$ cat src/rtl/eaglesong_bit_matrix.sv
// Constant 16x16 Eaglesong mixing-matrix ROM: one bit out per 8-bit linear index (16*row + col),
// combinational plus a registered copy. Define EAGLESONG_BIT_MATRIX_ROW_OUT_EN to also expose the full selected row.
module eaglesong_bit_matrix (
  input  logic        clk,
  input  logic        reset_n,
  input  logic [7:0]  bit_index_to_request,
  output logic        requested_bit,
  output logic        requested_bit_q
`ifdef EAGLESONG_BIT_MATRIX_ROW_OUT_EN
  ,
  output logic [15:0] requested_row
`endif
);

  // Each row constant holds column c at bit c, so row 0 reads 1111_0101_1111_0001 from col 0 upward.
  localparam logic [15:0] ROW_00 = 16'h8FAF;
  localparam logic [15:0] ROW_01 = 16'h9F5E;
  localparam logic [15:0] ROW_02 = 16'hBEBC;
  localparam logic [15:0] ROW_03 = 16'hFD78;
  localparam logic [15:0] ROW_04 = 16'h755F;
  localparam logic [15:0] ROW_05 = 16'h6511;
  localparam logic [15:0] ROW_06 = 16'hCA22;
  localparam logic [15:0] ROW_07 = 16'h9444;
  localparam logic [15:0] ROW_08 = 16'hAF67;
  localparam logic [15:0] ROW_09 = 16'hDECE;
  localparam logic [15:0] ROW_10 = 16'h7473;
  localparam logic [15:0] ROW_11 = 16'h6049;
  localparam logic [15:0] ROW_12 = 16'hC092;
  localparam logic [15:0] ROW_13 = 16'h0F8B;
  localparam logic [15:0] ROW_14 = 16'hB8F9;
  localparam logic [15:0] ROW_15 = 16'hCB5B;

  // Row 15 in the MSBs makes MATRIX[16*row + col] equal to the linear index directly.
  localparam logic [255:0] MATRIX = {ROW_15, ROW_14, ROW_13, ROW_12, ROW_11, ROW_10, ROW_09, ROW_08,
                                     ROW_07, ROW_06, ROW_05, ROW_04, ROW_03, ROW_02, ROW_01, ROW_00};

  logic w_bit;
  logic r_bit_q;

  assign w_bit           = MATRIX[bit_index_to_request];
  assign requested_bit   = w_bit;
  assign requested_bit_q = r_bit_q;

  always_ff @(posedge clk or negedge reset_n) begin
    if (!reset_n) begin
      r_bit_q <= 1'b0;
    end else begin
      r_bit_q <= w_bit;
    end
  end

`ifdef EAGLESONG_BIT_MATRIX_ROW_OUT_EN
  logic [7:0] w_row_base;

  assign w_row_base    = {bit_index_to_request[7:4], 4'b0000};
  assign requested_row = MATRIX[w_row_base +: 16];
`endif

endmodule

$ cat config.mk
export PLATFORM = sky130hd
export DESIGN_NAME = eaglesong_bit_matrix
export DESIGN_NICKNAME = d
export VERILOG_FILES = /design/src/rtl/eaglesong_bit_matrix.sv
export SDC_FILE = /design/constraint.sdc
export NUM_CORES = 1
export LEC_CHECK = 0
export ABC_AREA = 1
export BUFFER_PORTS_ARGS = -buffer_cell sky130_fd_sc_hd__buf_2
export CORE_MARGIN = 2
export CORE_UTILIZATION = 47
export CTS_BUF_LIST = sky130_fd_sc_hd__clkbuf_2
export CTS_CLUSTER_DIAMETER = 30
export DETAILED_ROUTE_END_ITERATION = 7
export GPL_TIMING_DRIVEN = 0
export PLACE_DENSITY_LB_ADDON = 0.25
export SLEW_MARGIN = 20
export SYNTH_ARGS = -nofsm -noshare
export SYNTH_HDL_FRONTEND = slang
export SYNTH_SLANG_ARGS = --single-unit
$ cat constraint.sdc
create_clock -name clk -period 1.7 [get_ports clk]
set_input_delay 0.34 -clock clk [delete_from_list [all_inputs] [get_ports clk]]
set_output_delay 0.34 -clock clk [all_outputs]
set_load 0.1 [all_outputs]
==> flow_summary_export.csv <==
group,metric,value,unit
synth,yosys_warnings,0,
die,initial_utilization,0.492,
die,ios,12,
synth,synthDistinctLibCells,14,
global_routing,grt_pass1_vias,639,
synth,yosys-top-cells-count,"nand2_1 (52), nand3_1 (25), inv_1 (11)",
cells_and_area,finalNetCount,153,
global_routing,gr-usage-met1,0.295,
synth,yosys.area_share.simple,0.559,
detailed_routing,wl_per_cell,12.0,um
timing,finalCriticalPeriod,1.92,ns
detailed_routing,drc,0,
cells_and_area,layout-drive-gt1-share,0.256,
timing,setup_ws,-0.220,ns
pwr,ir_drop,0.147,mV
synth,synth_top_area_cell,"nand2_1",
cells_and_area,final_cells,148,
status,violations,"negative setup slack",
cts,cts_hold_buf,0,
detailed_routing,vias,773,
synth,synth_flop_cell,"dfrtp_1",
setup_path,worstSetupPathType,"primary input to output pin",
synth,synthesis.nets,138,
synth,synthCells,120,
synth,synthTopCellsByArea,"nand2_1 (31%), nand3_1 (20%), ha_1 (16%)",
timing,fin_setup_tns,-0.220,ns
pwr,power.density,361,nW/um^2
cells_and_area,largest_register_ffs,1,
timing,max_freq,521,MHz
synth,muxShareOfSynthArea,0,
global_routing,grt_overflow,0,
die,die-area,1640,sq um
die,die_y,40.4,um
global_routing,gr-usage-met2,0.433,
placed_design,routabilityCongestion,0.981,
timing,slew_violations,0,
placed_design,hpwl,1.21,mm
setup_path,slowest_stage,"ha_4",
cells_and_area,fin_util,0.670,
status,status,"finished with violations",
timing,period_share,1.13,
pwr,finalPower,307,uW
placed_design,port-buffer-count,9,
detailed_routing,drt_iter0_markers,28,
die,die_width,40.4,um
setup_path,worstPathRequired,1.36,ns
detailed_routing,viasPerCell,5.22,
hold_path,hp-class,"primary input to asynchronous set/reset pin",
synth,avgSynthCellArea,5.20,sq um
setup_path,crit_path_max_incr_delay,0.29,ns
synth,synth-xor-area-share,0,
synth,ys_seq_elements,1,
setup_path,cp.arrival,1.58,ns
synth,yosysSeqAreaShare,0.0401,
setup_path,critPathLaunchType,"primary input",
placed_design,placed_cells,144,
pwr,leakage,0.000462,uW
timing,tightest_slew,0.482,ns
global_routing,top_usage_layer,"met2",
synth,synth_fa_ha_area_frac,0.160,
cells_and_area,diodes,0,
detailed_routing,ant_nets,0,
cells_and_area,syn_to_final_growth,36.1,%
die,rows,13,
global_routing,grt_max_degree,11,
synth,yosysTopAreaCellShare,0.313,
synth,synth-compound-area-share,0.0782,
synth,synth_most_common_cell,"nand2_1",
synth,synth_area,624,sq um
timing,rsz0062_at_grt,"yes",
setup_path,path_cells,"buf_12 -> inv_8 -> ha_4 -> nand3_4 -> nand2_2 -> inv_2 -> nand2_1 -> nand3_1 -> nand3_2 -> nand3_4 -> nand2_8 -> buf_12",
timing,slew_headroom,0.681,
detailed_routing,drtPass1Iterations,4,
detailed_routing,totalWireLength,1.78,mm
cts,clk_pin_slew,0,ns
setup_path,crit_path_start,"bit_index_to_request[1]",
timing,hold_viol,0,
global_routing,grt_pass1_wl,2.66,mm
synth,synthArstFlopShare,1.00,
die,core,1270,sq um
global_routing,use_met3,0.0111,
setup_path,worstPathMaxFanout,7,
flow_run,maxCapViolCount,0,
synth,synth_edf_count,0,
global_routing,antenna_found_initial,0,
global_routing,grtUsageTotal,0.232,
synth,synth_top_family_by_area,"simple AND/OR/NAND/NOR gates",
setup_path,cp-end-kind,"output pin",
timing,finalSetupViolCount,1,
## critical path: cells and delay by family
family | cells | cell delay [ns]
adders and majority gates | 1 | 0.29
buffers and inverters | 4 | 0.34
and+or+nand+nor | 7 | 0.59
## path summary, 6_finish.rpt
kind / to / slack, ns
worst max-delay path: requested_bit / -0.22
worst min-delay path: requested_bit_q / 0.12
max in group asynchronous: requested_bit_q / 1.50
min in group clk: requested_bit_q / 0.68
## through the flow
step                      setup slack, ns  area (sq um)  hold WS (ns)
after floorplan                   -0.0486           661        0.0444
after global placement             -0.680           724         0.114
after detailed placement           -0.693           724         0.116
after CTS                          -0.195           815         0.115
after global routing               -0.309           850         0.119
final                              -0.220           850         0.115
## timing repair
| item | in CTS | in global routing |
|---|---|---|
| resized for setup | 19 | 8 |
| pin swaps | 6 | 7 |
| setup buffers | 4 | 0 |
| setup endpoints to repair | 2 | 1 |
## area by class of cell
class,count,area (sq um)
repair buffers,13,120
flip-flops and latches,1,25.0
fillers,120,419
multi-input cells,101,572
plain buffers,5,52.6
well taps,15,18.8
inverters,13,61.3
## kinds of logic (layout without fill, tap and decap cells)
| kind of cell | count (synthesis) | count (layout) |
|---|---|---|
| DFF | 1 | 1 |
| adders and majority gates | 8 | 8 |
| buffers and inverters | 18 | 31 |
| AOI/OAI and AO/OA | 9 | 9 |
| and+or+nand+nor | 84 | 84 |
## placed cells by master (no fill, tap or decap), drive strengths merged
cell,synthesis,layout
o21ai,3,3
buf,5,18
dfrtp,1,1
inv,13,13
ha,8,8
nand3,25,25
nand2,53,53
nor2,6,6
a21oi,6,6
## metal layers
metal,part of all wire,routed length (um),vias to the layer above
met4,0,0,0
met3,0.070,125,0
met2,0.53,949,36
met1,0.39,701,324
li1,-,-,413
met5,0,0,-
## power breakdown
part           leakage (uW)  internal (uW)  switching (uW)
Clock                     0              0               0
Combinational      0.000450            103             176
Sequential        0.0000119           27.3           0.575
Total              0.000462            131             176
No activity file was read; power rests on OpenSTA's default activity.
